$ cat config.mk
export PLATFORM = sky130hd
export DESIGN_NAME = sine_tone_analyzer
export DESIGN_NICKNAME = d
export VERILOG_FILES = /design/src/rtl/sine_tone_analyzer_pkg.sv /design/src/rtl/sine_tone_analyzer_zc_hyst_det.sv /design/src/rtl/sine_tone_analyzer.sv
export SDC_FILE = /design/constraint.sdc
export NUM_CORES = 1
export LEC_CHECK = 0
export BUFFER_PORTS_ARGS = -buffer_cell sky130_fd_sc_hd__clkbuf_2
export CORE_UTILIZATION = 40
export DETAILED_ROUTE_END_ITERATION = 8
export PLACE_DENSITY_LB_ADDON = 0.08
export SLEW_MARGIN = 20
export SYNTH_ARGS = -nofsm -noshare
export SYNTH_HDL_FRONTEND = slang
export SYNTH_HIERARCHICAL = 1
export SYNTH_SLANG_ARGS = --single-unit
$ cat constraint.sdc
create_clock -name clk -period 6.12 [get_ports clk]
set_clock_uncertainty 0.15 [all_clocks]
set_input_delay 1.224 -clock clk [delete_from_list [all_inputs] [get_ports clk]]
set_output_delay 1.224 -clock clk [all_outputs]
set_load 0.1 [all_outputs]
$ cat src/rtl/sine_tone_analyzer_pkg.sv
// Shared types for the sine tone analyzer: FSM state encoding, the packed
// measurement-result payload and a log2 helper for the period averaging shift.
package sine_tone_analyzer_pkg;

    localparam int unsigned STA_DATA_W = 12;
    localparam int unsigned STA_CNT_W  = 24;

    typedef enum logic [1:0] {
        IDLE = 2'd0,
        ARM  = 2'd1,
        MEAS = 2'd2,
        DONE = 2'd3
    } tone_state_e;

    // One measurement result as published on the result outputs
    typedef struct packed {
        logic [STA_CNT_W-1:0]  period_sum;
        logic [STA_CNT_W-1:0]  period_avg;
        logic [STA_DATA_W-1:0] peak_max;
        logic [STA_DATA_W-1:0] peak_min;
        logic [STA_DATA_W-1:0] ampl;
        logic [STA_DATA_W-1:0] offset;
    } tone_result_t;

    // floor(log2(n)); exact for the power-of-two period counts used here
    function automatic int unsigned log2_floor(input int unsigned n);
        int unsigned v;
        int unsigned r;
        v = n;
        r = 0;
        while (v > 1) begin
            v = v >> 1;
            r = r + 1;
        end
        return r;
    endfunction

endpackage

$ cat src/rtl/sine_tone_analyzer_zc_hyst_det.sv
// Hysteresis zero-crossing detector.
// Tracks a HIGH/LOW level of the incoming signal around a midpoint with a
// +/-HYST dead band and strobes rise_c on the accepted sample that moves the
// level from LOW to HIGH.
//   clk, rst   clock, synchronous active-high reset (level -> LOW)
//   clr        force level LOW (analyzer idle)
//   mid        signed crossing midpoint
//   din        signed sample, din_valid qualifies it
//   rise_c     combinational rising-crossing strobe for the current sample
module sine_tone_analyzer_zc_hyst_det
    import sine_tone_analyzer_pkg::*;
#(
    parameter int unsigned DATA_W = STA_DATA_W,
    parameter int unsigned HYST   = 8
) (
    input  logic                     clk,
    input  logic                     rst,
    input  logic                     clr,
    input  logic signed [DATA_W-1:0] mid,
    input  logic signed [DATA_W-1:0] din,
    input  logic                     din_valid,
    output logic                     rise_c
);

    localparam int unsigned EXT_W = DATA_W + 1;

    logic                    level_q;
    logic                    level_d;
    logic signed [EXT_W-1:0] din_x;
    logic signed [EXT_W-1:0] hi_thr;
    logic signed [EXT_W-1:0] lo_thr;

    // Thresholds in one extra bit so mid +/- HYST never wraps
    always_comb begin
        din_x  = EXT_W'(din);
        hi_thr = EXT_W'(mid) + $signed(EXT_W'(HYST));
        lo_thr = EXT_W'(mid) - $signed(EXT_W'(HYST));
    end

    // Level update with dead band; inside the band the level holds
    always_comb begin
        level_d = level_q;
        rise_c  = 1'b0;
        if (clr) begin
            level_d = 1'b0;
        end else if (din_valid) begin
            if (din_x >= hi_thr) begin
                level_d = 1'b1;
                rise_c  = ~level_q;
            end else if (din_x <= lo_thr) begin
                level_d = 1'b0;
            end
        end
    end

    always_ff @(posedge clk) begin
        if (rst) begin
            level_q <= 1'b0;
        end else begin
            level_q <= level_d;
        end
    end

endmodule

$ cat src/rtl/sine_tone_analyzer.sv
// Sine tone analyzer: measures period, peaks, amplitude and DC offset of a
// signed sample stream over N_PERIODS full cycles between rising crossings.
//   clk, rst        clock, synchronous active-high reset
//   en              enable; low aborts and returns to IDLE
//   continuous      1: keep measuring back to back; 0: single shot
//   mid_thr         signed crossing midpoint, latched when leaving IDLE
//   din, din_valid  signed sample and its qualifier
//   busy            analyzer not idle
//   res_valid       1-cycle pulse, result outputs just updated
//   period_sum/avg  samples over the window / per period
//   peak_max/min    signed extremes in the window
//   ampl, offset    half peak-to-peak (unsigned), mid-range (signed)
//   timeout         1-cycle pulse, no rising crossing within TIMEOUT_SMP samples
module sine_tone_analyzer
    import sine_tone_analyzer_pkg::*;
#(
    parameter int unsigned DATA_W      = STA_DATA_W,
    parameter int unsigned CNT_W       = STA_CNT_W,
    parameter int unsigned N_PERIODS   = 4,
    parameter int unsigned HYST        = 8,
    parameter int unsigned TIMEOUT_SMP = 4096
) (
    input  logic              clk,
    input  logic              rst,
    input  logic              en,
    input  logic              continuous,
    input  logic [DATA_W-1:0] mid_thr,
    input  logic [DATA_W-1:0] din,
    input  logic              din_valid,
    output logic              busy,
    output logic              res_valid,
    output logic [CNT_W-1:0]  period_sum,
    output logic [CNT_W-1:0]  period_avg,
    output logic [DATA_W-1:0] peak_max,
    output logic [DATA_W-1:0] peak_min,
    output logic [DATA_W-1:0] ampl,
    output logic [DATA_W-1:0] offset,
    output logic              timeout
);

    localparam int unsigned EXT_W = DATA_W + 1;
    localparam int unsigned NC_W  = (N_PERIODS > 1) ? $clog2(N_PERIODS) : 1;
    localparam int unsigned TC_W  = $clog2(TIMEOUT_SMP + 1);
    localparam int unsigned LOG2N = log2_floor(N_PERIODS);
    localparam longint unsigned MAX_SUM = 64'(TIMEOUT_SMP) * 64'(N_PERIODS);

    // Elaboration-time parameter sanity checks
    generate
        if (DATA_W != STA_DATA_W || CNT_W != STA_CNT_W) begin : g_chk_width
            $error("DATA_W/CNT_W must match the result payload widths");
        end
        if (N_PERIODS == 0 || (N_PERIODS & (N_PERIODS - 1)) != 0) begin : g_chk_n
            $error("N_PERIODS must be a power of two >= 1");
        end
        if (MAX_SUM >= (64'd1 << CNT_W)) begin : g_chk_sum
            $error("TIMEOUT_SMP*N_PERIODS must be below 2^CNT_W");
        end
        if (TIMEOUT_SMP < 2) begin : g_chk_tmo
            $error("TIMEOUT_SMP must be at least 2");
        end
        if (HYST >= (1 << (DATA_W - 2))) begin : g_chk_hyst
            $error("HYST must be below 2^(DATA_W-2)");
        end
    endgenerate

    tone_state_e              state_q, state_d;
    logic                     stop_q, stop_d;
    logic signed [DATA_W-1:0] mid_q, mid_d;
    logic [CNT_W-1:0]         cnt_q, cnt_d;
    logic [NC_W-1:0]          ncross_q, ncross_d;
    logic [TC_W-1:0]          tcnt_q, tcnt_d;
    logic signed [DATA_W-1:0] max_q, max_d;
    logic signed [DATA_W-1:0] min_q, min_d;
    tone_result_t             res_q, res_d;
    logic                     res_valid_q, res_valid_d;
    logic                     timeout_q, timeout_d;
    logic                     busy_q, busy_d;

    logic signed [DATA_W-1:0] din_s;
    logic                     rise_c;
    logic [CNT_W-1:0]         cnt_inc;
    logic [TC_W-1:0]          tcnt_inc;
    logic                     tmo_hit;
    logic                     last_cross;
    logic signed [DATA_W-1:0] max_upd;
    logic signed [DATA_W-1:0] min_upd;
    logic signed [EXT_W-1:0]  diff_x;
    logic signed [EXT_W-1:0]  sum_x;
    tone_result_t             result_c;

    assign din_s = $signed(din);

    sine_tone_analyzer_zc_hyst_det #(
        .DATA_W (DATA_W),
        .HYST   (HYST)
    ) u_zc (
        .clk       (clk),
        .rst       (rst),
        .clr       (state_q == IDLE),
        .mid       (mid_q),
        .din       (din_s),
        .din_valid (din_valid),
        .rise_c    (rise_c)
    );

    // Counter increments, trackers and the result computed from the window so far
    always_comb begin
        cnt_inc    = (cnt_q == {CNT_W{1'b1}}) ? cnt_q : cnt_q + CNT_W'(1);
        tcnt_inc   = tcnt_q + TC_W'(1);
        tmo_hit    = (tcnt_inc == TC_W'(TIMEOUT_SMP));
        last_cross = (ncross_q == NC_W'(N_PERIODS - 1));
        max_upd    = (din_s > max_q) ? din_s : max_q;
        min_upd    = (din_s < min_q) ? din_s : min_q;
        diff_x     = EXT_W'(max_q) - EXT_W'(min_q);
        sum_x      = EXT_W'(max_q) + EXT_W'(min_q);
        result_c.period_sum = cnt_q;
        result_c.period_avg = cnt_q >> LOG2N;
        result_c.peak_max   = max_q;
        result_c.peak_min   = min_q;
        result_c.ampl       = DATA_W'(diff_x >> 1);
        result_c.offset     = DATA_W'(sum_x >>> 1);
    end

    // Next-state and datapath control
    always_comb begin
        state_d     = state_q;
        stop_d      = stop_q;
        mid_d       = mid_q;
        cnt_d       = cnt_q;
        ncross_d    = ncross_q;
        tcnt_d      = tcnt_q;
        max_d       = max_q;
        min_d       = min_q;
        res_d       = res_q;
        res_valid_d = 1'b0;
        timeout_d   = 1'b0;

        if (!en) begin
            state_d = IDLE;
            stop_d  = 1'b0;
        end else begin
            unique case (state_q)
                // stop_q keeps a finished single-shot run parked until en drops
                IDLE: begin
                    if (!stop_q) begin
                        state_d = ARM;
                        mid_d   = $signed(mid_thr);
                        tcnt_d  = '0;
                    end
                end
                ARM: begin
                    if (din_valid) begin
                        if (rise_c) begin
                            state_d  = MEAS;
                            cnt_d    = CNT_W'(1);
                            ncross_d = '0;
                            tcnt_d   = '0;
                            max_d    = din_s;
                            min_d    = din_s;
                        end else if (tmo_hit) begin
                            timeout_d = 1'b1;
                            tcnt_d    = '0;
                            if (!continuous) begin
                                state_d = IDLE;
                                stop_d  = 1'b1;
                            end
                        end else begin
                            tcnt_d = tcnt_inc;
                        end
                    end
                end
                MEAS: begin
                    if (din_valid) begin
                        if (rise_c && last_cross) begin
                            // Final crossing closes this window and seeds the next
                            res_d       = result_c;
                            res_valid_d = 1'b1;
                            state_d     = DONE;
                            cnt_d       = CNT_W'(1);
                            ncross_d    = '0;
                            tcnt_d      = '0;
                            max_d       = din_s;
                            min_d       = din_s;
                        end else if (rise_c) begin
                            ncross_d = ncross_q + NC_W'(1);
                            cnt_d    = cnt_inc;
                            max_d    = max_upd;
                            min_d    = min_upd;
                            tcnt_d   = '0;
                        end else if (tmo_hit) begin
                            timeout_d = 1'b1;
                            tcnt_d    = '0;
                            if (continuous) begin
                                state_d = ARM;
                            end else begin
                                state_d = IDLE;
                                stop_d  = 1'b1;
                            end
                        end else begin
                            cnt_d  = cnt_inc;
                            max_d  = max_upd;
                            min_d  = min_upd;
                            tcnt_d = tcnt_inc;
                        end
                    end
                end
                // Level is HIGH right after a crossing, so no crossing or
                // timeout can occur on a sample taken here
                DONE: begin
                    if (continuous) begin
                        state_d = MEAS;
                        if (din_valid) begin
                            cnt_d  = cnt_inc;
                            max_d  = max_upd;
                            min_d  = min_upd;
                            tcnt_d = tcnt_inc;
                        end
                    end else begin
                        state_d = IDLE;
                        stop_d  = 1'b1;
                    end
                end
                default: state_d = IDLE;
            endcase
        end

        busy_d = (state_d != IDLE);
    end

    always_ff @(posedge clk) begin
        if (rst) begin
            state_q     <= IDLE;
            stop_q      <= 1'b0;
            mid_q       <= '0;
            cnt_q       <= '0;
            ncross_q    <= '0;
            tcnt_q      <= '0;
            max_q       <= '0;
            min_q       <= '0;
            res_q       <= '0;
            res_valid_q <= 1'b0;
            timeout_q   <= 1'b0;
            busy_q      <= 1'b0;
        end else begin
            state_q     <= state_d;
            stop_q      <= stop_d;
            mid_q       <= mid_d;
            cnt_q       <= cnt_d;
            ncross_q    <= ncross_d;
            tcnt_q      <= tcnt_d;
            max_q       <= max_d;
            min_q       <= min_d;
            res_q       <= res_d;
            res_valid_q <= res_valid_d;
            timeout_q   <= timeout_d;
            busy_q      <= busy_d;
        end
    end

    assign busy       = busy_q;
    assign res_valid  = res_valid_q;
    assign timeout    = timeout_q;
    assign period_sum = res_q.period_sum;
    assign period_avg = res_q.period_avg;
    assign peak_max   = res_q.peak_max;
    assign peak_min   = res_q.peak_min;
    assign ampl       = res_q.ampl;
    assign offset     = res_q.offset;

endmodule

==> run_results.csv, run 1 <==
group,metric,value,unit
synth,synth_top_area_share,34.69,%
sta,finalCritPeriodShare,77.88,%
floorplanning,core,21820,um^2
clock_network,post_cts_resized,0,
sta,hold_viol_final,0,
clock_network,cts-root-buf,"clkbuf_16",
clock_network,clkTransAtPathRegs,0.07,ns
clock_network,cts-htree-levels,4,
synth,synth_seq_cells,154,
pwr,cellPowerDensity,238.1,nW/um^2
synth,synth_area_leaders,"dfxtp_1 (35%), ha_1 (11%), nand2_1 (8.1%), a21oi_1 (6.2%), nor2_1 (3.6%)",
synth,syn-cell-area,8887,um^2
pwr,power_leakage,3.967,nW
floorplanning,dieArea,22820,um^2
clock_network,cts_tree,"built",
floorplanning,die_y,151.1,um
floorplanning,fp.dieW,151.1,um
sta,rsz0062_at_grt,"no",
floorplanning,start_util,40.72,%
global_routing,grt_max_degree,86,
place,place_congestion,0.8396,
sta,drv_slew,0,
run,maxCapViolations,0,
synth,synth_cells,1114,
worst_setup_path,critPathCaptureType,"flop",
drt,vias,7705,
sta,worst_slew_pin_slew,1.209,ns
layout,drive_above_1_share,15.83,%
drt,drc,0,
global_routing,first_global_vias,7068,
clock_network,clk_latency,0.44,ns
clock_network,numCtsBuffers,17,
synth,yosysWarnings,6,
sta,layout_min_cycle_time,4.766,ns
global_routing,grt.total_usage,20.85,%
drt,antenna_left,0,
synth,synth.distinct_cells,65,
worst_setup_path,critPathKind,"reg2reg",
layout,antenna_cells_inserted,0,
synth,syn_avg_cell_area,7.978,um^2
worst_setup_path,crit_arrival,4.97,ns
synth,synth_flop_cell,"dfxtp_1",
layout,final_nets,1294,
drt,drt_iter0_drc,462,
synth,yosysTopAreaCell,"dfxtp_1",
sta,max_freq,0.2098,GHz
sta,finalSetupViolations,0,
worst_setup_path,crit_fanout,9,
place,portBuffers,125,
pwr,peakVddDrop,0.0001608,V
worst_setup_path,worstSetupStartpointType,"flop",
clock_network,clkSinkCount,154,
floorplanning,ios,128,
layout,area_growth,14.19,%
drt,dr.pass1.iters,5,
clock_network,cts_buffer_depth,2,
layout,fin_util,46.50,%
layout,final_cell_mix,"nand2_1 (192), dfxtp_1 (154), clkbuf_2 (124)",
sta,relSlewSlack,18.92,%
sta,timing.setup.tns,0,ns
synth,synth_edf_count,0,
drt,wl,22960,um
worst_setup_path,cp.required,6.32,ns
clock_network,cts_setup_buffers,0,
worst_hold_path,hold_path_class,"reg2reg",
clock_network,cts_hold_buf,0,
global_routing,grt-ovfl-total,0,
drt,via_per_inst,5.206,
floorplanning,num_rows,54,
synth,async_flop_share,0,%
outcome,outcome,"finished, final reports clean",
drt,wl_per_cell,15.51,um
global_routing,antenna_found_initial,0,
synth,yosysSeqAreaShare,34.69,%
global_routing,grt_pass1_wl,37140,um
layout,final_common_cell,"nand2_1",
place,dpl.hpwl,17160,um
[where the power goes]
group | internal (mW) | total (mW) | switching (mW) | leakage [nW]
Clock | 0.617 | 1.09 | 0.476 | 0.297
Sequential | 1.01 | 1.03 | 0.0191 | 1.24
Combinational | 0.114 | 0.291 | 0.177 | 2.43
Total | 1.74 | 2.42 | 0.672 | 3.97
[per-layer routing]
metal  global-route usage (%)  wire length, um
met1                    28.30            11420
met2                    33.88            10580
met3                    3.404              744
met4                    5.950              211
met5                        0                0
[state kept, by name, summed over array words and instances, names as in the netlist, 2 cells and up]
| name | flops |
|---|---|
| cnt_q | 24 |
| period_sum | 23 |
| tcnt_q | 13 |
| ampl | 12 |
| max_q | 12 |
| mid_q | 12 |
| min_q | 12 |
| offset | 12 |
| peak_max | 12 |
| peak_min | 12 |
| ncross_q | 2 |
| state_q | 2 |
[synth_stat cells, drive strengths merged, types with 2 or more instances]
master	count
o31a	2
nand2b	22
buf	40
o32ai	15
nor4	10
nor3	37
o2111ai	3
inv	51
a311oi	2
clkbuf	41
o21bai	4
xnor2	34
nor2b	9
and3	14
nor3b	4
a31o	2
nand2	193
and4	5
or2	5
nor2	85
a22oi	7
nand4	18
nand3b	6
a31oi	4
nand3	26
o31ai	9
a211oi	16
or3	6
o21ai	35
o41ai	3
o211ai	2
and2	4
xor2	20
mux2i	4
o21a	6
a21o	9
ha	76
a21oi	110
dfxtp	154
fa	2
a211o	5
a2111oi	4
[area by class of cell]
| cell class | instances | area [um^2] |
|---|---|---|
| fillers | 2270 | 11670 |
| multi-input cells | 829 | 5223 |
| flip-flops and latches | 154 | 3083 |
| repair buffers | 134 | 695.7 |
| clock buffers | 17 | 425.4 |
| well taps | 280 | 350.3 |
| inverters | 51 | 191.4 |
| clock inverters | 15 | 180.2 |
[path summary, 6_finish.rpt]
path / start / end / slack, ns / cells past startpoint
worst max-delay path: mid_q[3]$_SDFFE_PP0P_ / cnt_q[7]$_SDFFE_PP0P_ / 1.35 / 18
worst min-delay path: ampl[1]$_SDFFE_PP0P_ / ampl[1]$_SDFFE_PP0P_ / 0.30 / 2
worst min register to register: ampl[1]$_SDFFE_PP0P_ / ampl[1]$_SDFFE_PP0P_ / 0.30 / 2
worst max register to register: mid_q[3]$_SDFFE_PP0P_ / cnt_q[7]$_SDFFE_PP0P_ / 1.35 / 18
[stage by stage]
step	hold slack [ns]	instances	setup slack [ns]	cell area, um^2	total power, mW
after floorplan	0.2830	1115	1.736	8891	1.268
after global placement	0.2896	1448	1.296	9538	1.346
after detailed placement	0.2948	1448	1.283	9543	1.347
after CTS	0.3039	1480	1.330	10150	2.446
after global routing	0.3214	1480	0.8872	10150	2.522
final	0.3017	1480	1.354	10150	2.417
[worst max-delay path: stages, from the launching register on]
cell and delay [ns]:
dfxtp_1 0.54, inv_1 0.14, nor3_1 0.30, and3_1 0.23, xnor2_1 0.08, ha_1 0.34
nand4_2 0.14, nor4_2 0.27, nor3b_1 0.09, nand4b_2 0.10, nand3_2 0.10, nor3_1 0.16
buf_4 0.20, a21oi_1 0.07, or3_1 0.43, a2111oi_4 0.63, nand2_2 0.10, or4b_1 0.47
a21oi_1 0.15
[cell families after synthesis]
| group | synth area share [%] |
|---|---|
| AO/OA/AOI/OAI | 17.39 |
| XOR/XNOR | 5.322 |
| adder cells (fa/ha/maj) | 11.15 |
| buffers and inverters | 6.715 |
| flip-flops | 34.69 |
| multiplexers | 0.6194 |
| other | 0.04220 |
| AND/OR/NAND/NOR | 24.07 |
Power figures use the tool's default switching activity.
==> run 2, diff against run 1 <==
Clock period 6.12 ns to 4.6 ns, I/O delays scaled along.
==> run 2 against run 1 <==
Effect of this change: die area stayed put; fmax rose by 13%; sequential power rose by 33%; critical path type unchanged; largest power group unchanged; highest routed layer unchanged.
==> run_results.csv, run 2 (synthesis gave the netlist of run 1 again) <==
group,metric,value,unit
drt,drt_iter0_drc,424,
clock_network,numCtsBuffers,17,
global_routing,grt_pass1_wl,37750,um
sta,layout_min_cycle_time,4.223,ns
drt,drc,0,
floorplanning,start_util,40.72,%
layout,area_growth,15.30,%
pwr,peakVddDrop,0.0002030,V
worst_setup_path,worstSetupStartpointType,"flop",
drt,antenna_left,0,
worst_setup_path,critPathCaptureType,"flop",
floorplanning,ios,128,
pwr,power_leakage,4.013,nW
sta,relSlewSlack,31.23,%
global_routing,grt.total_usage,21.34,%
floorplanning,dieArea,22820,um^2
layout,final_common_cell,"nand2_1",
sta,rsz0062_at_grt,"no",
drt,wl,23470,um
run,maxCapViolations,0,
place,place_congestion,0.8710,
global_routing,grt_max_degree,59,
layout,antenna_cells_inserted,0,
global_routing,antenna_found_initial,0,
layout,largest_register,"cnt_q",
place,dpl.hpwl,17700,um
worst_setup_path,crit_fanout,8,
clock_network,clkTransAtPathRegs,0.06,ns
place,portBuffers,125,
drt,vias,7802,
drt,wl_per_cell,15.73,um
sta,timing.setup.tns,0,ns
layout,largest_reg_flops,24,
floorplanning,num_rows,54,
sta,worst_slew_pin_slew,1.025,ns
sta,drv_slew,0,
layout,drive_above_1_share,16.75,%
clock_network,cts_tree,"built",
pwr,cellPowerDensity,312.6,nW/um^2
clock_network,cts_buffer_depth,2,
sta,max_freq,0.2368,GHz
layout,final_nets,1307,
sta,finalSetupViolations,0,
worst_hold_path,hold_path_class,"reg2reg",
worst_setup_path,crit_arrival,4.43,ns
layout,final_cell_mix,"nand2_1 (192), dfxtp_1 (153), clkbuf_2 (124)",
sta,finalCritPeriodShare,91.80,%
worst_setup_path,critPathKind,"reg2reg",
clock_network,cts-htree-levels,4,
clock_network,clk_latency,0.43,ns
layout,fin_util,46.96,%
clock_network,cts-root-buf,"clkbuf_16",
worst_setup_path,cp.required,4.80,ns
floorplanning,die_y,151.1,um
drt,dr.pass1.iters,5,
global_routing,first_global_vias,7157,
sta,hold_viol_final,0,
layout,nFillCells,2234,
floorplanning,fp.dieW,151.1,um
drt,via_per_inst,5.229,
clock_network,clkSinkCount,154,
clock_network,cts_hold_buf,0,
global_routing,grt-ovfl-total,0,
outcome,outcome,"finished, final reports clean",
floorplanning,core,21820,um^2
==> run 2: worst paths after layout <==
| check | startpoint | to | slack, ns | cells past startpoint |
|---|---|---|---|---|
| worst max-delay path | mid_q[3]$_SDFFE_PP0P_ | cnt_q[7]$_SDFFE_PP0P_ | 0.38 | 17 |
| worst min-delay path | ampl[2]$_SDFFE_PP0P_ | ampl[2]$_SDFFE_PP0P_ | 0.30 | 2 |
| worst max register to register | mid_q[3]$_SDFFE_PP0P_ | cnt_q[7]$_SDFFE_PP0P_ | 0.38 | 17 |
| worst min register to register | ampl[2]$_SDFFE_PP0P_ | ampl[2]$_SDFFE_PP0P_ | 0.30 | 2 |
==> run 2: layout make-up <==
class | instances | area [um^2] | area share (%)
Multi-Input combinational cell | 829 | 5224 | 50.98
Sequential cell | 154 | 3084 | 30.10
Timing Repair Buffer | 147 | 805.8 | 7.863
Clock buffer | 20 | 456.7 | 4.457
Tap cell | 280 | 350.3 | 3.419
Inverter | 51 | 191.4 | 1.868
Clock inverter | 11 | 135.1 | 1.319
==> run 2: power breakdown <==
part	internal [mW]	switching (mW)	leakage, nW
registers	1.35	0.0228	1.24
clock network	0.834	0.598	0.280
logic	0.155	0.244	2.49
total	2.34	0.865	4.01
==> run 2: worst max-delay path, stage by stage (launching register included) <==
cell and delay [ns]:
dfxtp_1 0.47, inv_1 0.12, nor3_1 0.29, and3_1 0.23, xnor2_1 0.07, ha_1 0.33
nand4_2 0.13, nor4_2 0.26, nor3b_1 0.09, nand4b_2 0.10, nand3_2 0.10, nor3_1 0.22
a21oi_1 0.09, or3_1 0.43, a2111oi_4 0.36, nand2_2 0.09, or4b_1 0.47, a21oi_1 0.14
==> run 2: routing by layer <==
layer / up-vias / routed length, um / GRT usage [%]
met5: - / 0 / 0
met4: 0 / 365 / 6.550
met3: 21 / 755 / 3.675
met2: 159 / 10700 / 33.90
met1: 3605 / 11650 / 29.29
li1: 4017 / - / -
==> run 2: through the flow <==
step / power, mW / instance area (um^2) / hold slack [ns] / std cells / worst slack [ns]
5_1_grt: 3.351 / 10250 / 0.3188 / 1492 / 0.02463
3_3_place_gp: 1.797 / 9648 / 0.2879 / 1461 / 0.3276
6_report: 3.203 / 10250 / 0.2986 / 1492 / 0.3773
4_1_cts: 3.245 / 10240 / 0.3018 / 1492 / 0.2318
3_5_place_dp: 1.798 / 9648 / 0.2947 / 1461 / 0.2498
2_1_floorplan: 1.687 / 8891 / 0.2830 / 1115 / 0.3552
==> run 2: repair_timing <==
action | CTS | global route
endpoints found under the setup margin | 0 | 30
resized for setup | 0 | 3
hold endpoints to repair | 0 | 0
buffers inserted | 0 | 0
==> run 3, diff against run 2 <==
Settings changed: CORE_UTILIZATION 40 to 50.
Clock period 4.6 ns to 3.7 ns, I/O delays scaled along.
==> run 3 against run 2 <==
Effect of this change: the flow now finishes with violations (setup timing); first-iteration DRC count shrank 9.0%; critical path depth stayed put; final area grew 5.9%; sequential cell count unchanged; final cell count down 1.0%; sequential power rose by 24%; combinational power rose by 39%; via count rose by 2.7%; register-to-register slack got worse by 0.42 ns; sequential share of layout area is 1.6 points lower; critical path type unchanged; highest routed layer unchanged.
==> run_results.csv, run 3 (synthesis gave the netlist of run 1 again) <==
group,metric,value,unit
sta,final.setup.worst_slack,-0.04313,ns
global_routing,grt_pass1_wl,36120,um
clock_network,numCtsBuffers,17,
layout,postLayoutCellArea,10860,um^2
sta,relSlewSlack,57.84,%
global_routing,top_usage_layer,"met2",
sta,fin_hold_ws,0.3008,ns
sta,worst_slew_pin_slew,0.6242,ns
sta,hold_viol_final,0,
sta,finalCritPeriodShare,101.2,%
outcome,outcome,"complete, but fails checks",
layout,final_common_cell,"nand2_1",
worst_setup_path,worstSetupStartpointType,"flop",
layout,nFillCells,1561,
pwr,power_leakage,4.326,nW
layout,final_cells,1477,
drt,via_per_inst,5.426,
clock_network,cts_tree,"built",
worst_setup_path,critPathCaptureType,"flop",
clock_network,cts-root-buf,"clkbuf_16",
clock_network,cts_buffer_depth,2,
global_routing,gr-usage-met2,41.68,%
worst_setup_path,critPathKind,"reg2reg",
worst_setup_path,r2r_start,"mid_q[4]$_SDFFE_PP0P_",
clock_network,cts-htree-levels,4,
outcome,violations,"setup timing",
place,portBuffers,125,
floorplanning,fp.dieW,135.3,um
floorplanning,ios,128,
global_routing,grt_use_met3,4.676,%
sta,rsz0062_at_grt,"yes",
layout,multi_input_area,5456,um^2
clock_network,clkTransAtPathRegs,0.06,ns
layout,antenna_cells_inserted,0,
pwr,cellPowerDensity,381.2,nW/um^2
clock_network,clk_latency,0.43,ns
drt,dr.pass1.iters,5,
worst_setup_path,crit_arrival,3.95,ns
floorplanning,dieArea,18310,um^2
layout,fin_util,62.54,%
layout,drive_above_1_share,22.36,%
floorplanning,num_rows,48,
sta,finalSetupViolations,1,
sta,layout_min_cycle_time,3.743,ns
worst_setup_path,regToRegSetupSlack,-0.04,ns
drt,wl,22510,um
global_routing,grt_max_degree,52,
floorplanning,start_util,51.20,%
clock_network,clkSinkCount,154,
floorplanning,core,17360,um^2
sta,max_freq,0.2672,GHz
drt,drc,0,
place,dp_cells,1441,
sta,drv_slew,0,
clock_network,cts_hold_buf,0,
layout,final_nets,1346,
run,maxCapViolations,0,
drt,drt_iter0_drc,386,
drt,antenna_left,0,
layout,final_cell_mix,"nand2_1 (189), dfxtp_1 (149), clkbuf_2 (124)",
global_routing,antenna_found_initial,0,
layout,largest_reg_flops,24,
layout,area_growth,22.15,%
worst_hold_path,hold_path_class,"reg2reg",
worst_setup_path,cp.required,3.91,ns
place,place_congestion,0.8644,
global_routing,grt-ovfl-total,0,
worst_setup_path,worstSetupEndpoint,"cnt_q[7]$_SDFFE_PP0P_",
global_routing,first_global_vias,7295,
drt,wl_per_cell,15.24,um
pwr,peakVddDrop,0.0003470,V
place,dpl-instance-area,9925,um^2
drt,vias,8014,
layout,largest_register,"cnt_q",
global_routing,grt.total_usage,24.65,%
layout,ff_latch_area,3094,um^2
floorplanning,die_y,135.3,um
place,place_ws,-0.1404,ns
worst_setup_path,crit_fanout,4,
global_routing,met1_usage,32.29,%
place,dpl.hpwl,16290,um
worst_setup_path,worst-r2r-cell-count,17,
worst_setup_path,r2r_end,"cnt_q[7]$_SDFFE_PP0P_",
worst_hold_path,whs_path_depth,2,
worst_setup_path,critPathLaunch,"mid_q[4]$_SDFFE_PP0P_",
-- run 3: area by class of cell --
type / count / share of cell area, %
clock inverters: 13 / 1.740
clock buffers: 19 / 4.080
repair buffers: 186 / 11.05
flip-flops and latches: 154 / 28.50
multi-input cells: 829 / 50.27
inverters: 51 / 1.763
well taps: 225 / 2.593
-- run 3: repair_timing --
action,4_1_cts,5_1_grt
endpoints found under the setup margin,41,135
resized for setup,2,57
gates cloned,0,1
pin swaps,0,5
buffers inserted,0,3
-- run 3: critical path, stage by stage, from the launching register on --
cell and delay (ns):
dfxtp_4 0.37, inv_2 0.04, nor3_2 0.19, and3_4 0.23, xnor2_2 0.09, ha_4 0.31, nand4_4 0.10, nor4_2 0.29
nor3b_2 0.08, nand4b_2 0.12, nand3_4 0.09, nor3_4 0.15, a21oi_1 0.08, or3_4 0.37, a2111oi_4 0.27, nand2_2 0.09
or4b_1 0.48, a21oi_1 0.14
-- run 3: power breakdown --
part           switching, mW  internal [mW]  leakage, nW
clock                  0.729           1.15        0.304
sequential            0.0249           1.68         1.25
combinational          0.318          0.235         2.78
total                   1.07           3.07         4.33
-- run 3: through the flow --
stage	power, mW	setup TNS [ns]
floorplan	2.100	-0.1846
detailed placement	2.257	-0.4857
global route	4.307	-5.628
finish	4.138	-0.04313
global placement	2.253	-0.1433
CTS	4.131	-0.04965
-- run 3: worst min-delay path by stage --
stage	start	slack [ns]	end
after global placement	ampl[3]$_SDFFE_PP0P_	0.29	ampl[3]$_SDFFE_PP0P_
final	ampl[5]$_SDFFE_PP0P_	0.30	ampl[5]$_SDFFE_PP0P_
after detailed placement	ampl[2]$_SDFFE_PP0P_	0.30	ampl[2]$_SDFFE_PP0P_
after floorplan	mid_q[1]$_SDFFE_PP0P_	0.29	mid_q[1]$_SDFFE_PP0P_
after global routing	ampl[4]$_SDFFE_PP0P_	0.32	ampl[4]$_SDFFE_PP0P_
after CTS	ampl[5]$_SDFFE_PP0P_	0.30	ampl[5]$_SDFFE_PP0P_
-- run 3: metal layers --
metal	up-vias	wire [um]	share of wire, %
met1	3738	10560	47
met3	18	853	3.8
met4	0	212	0.94
met2	159	10880	48
li1	4099	-	-
met5	-	0	0
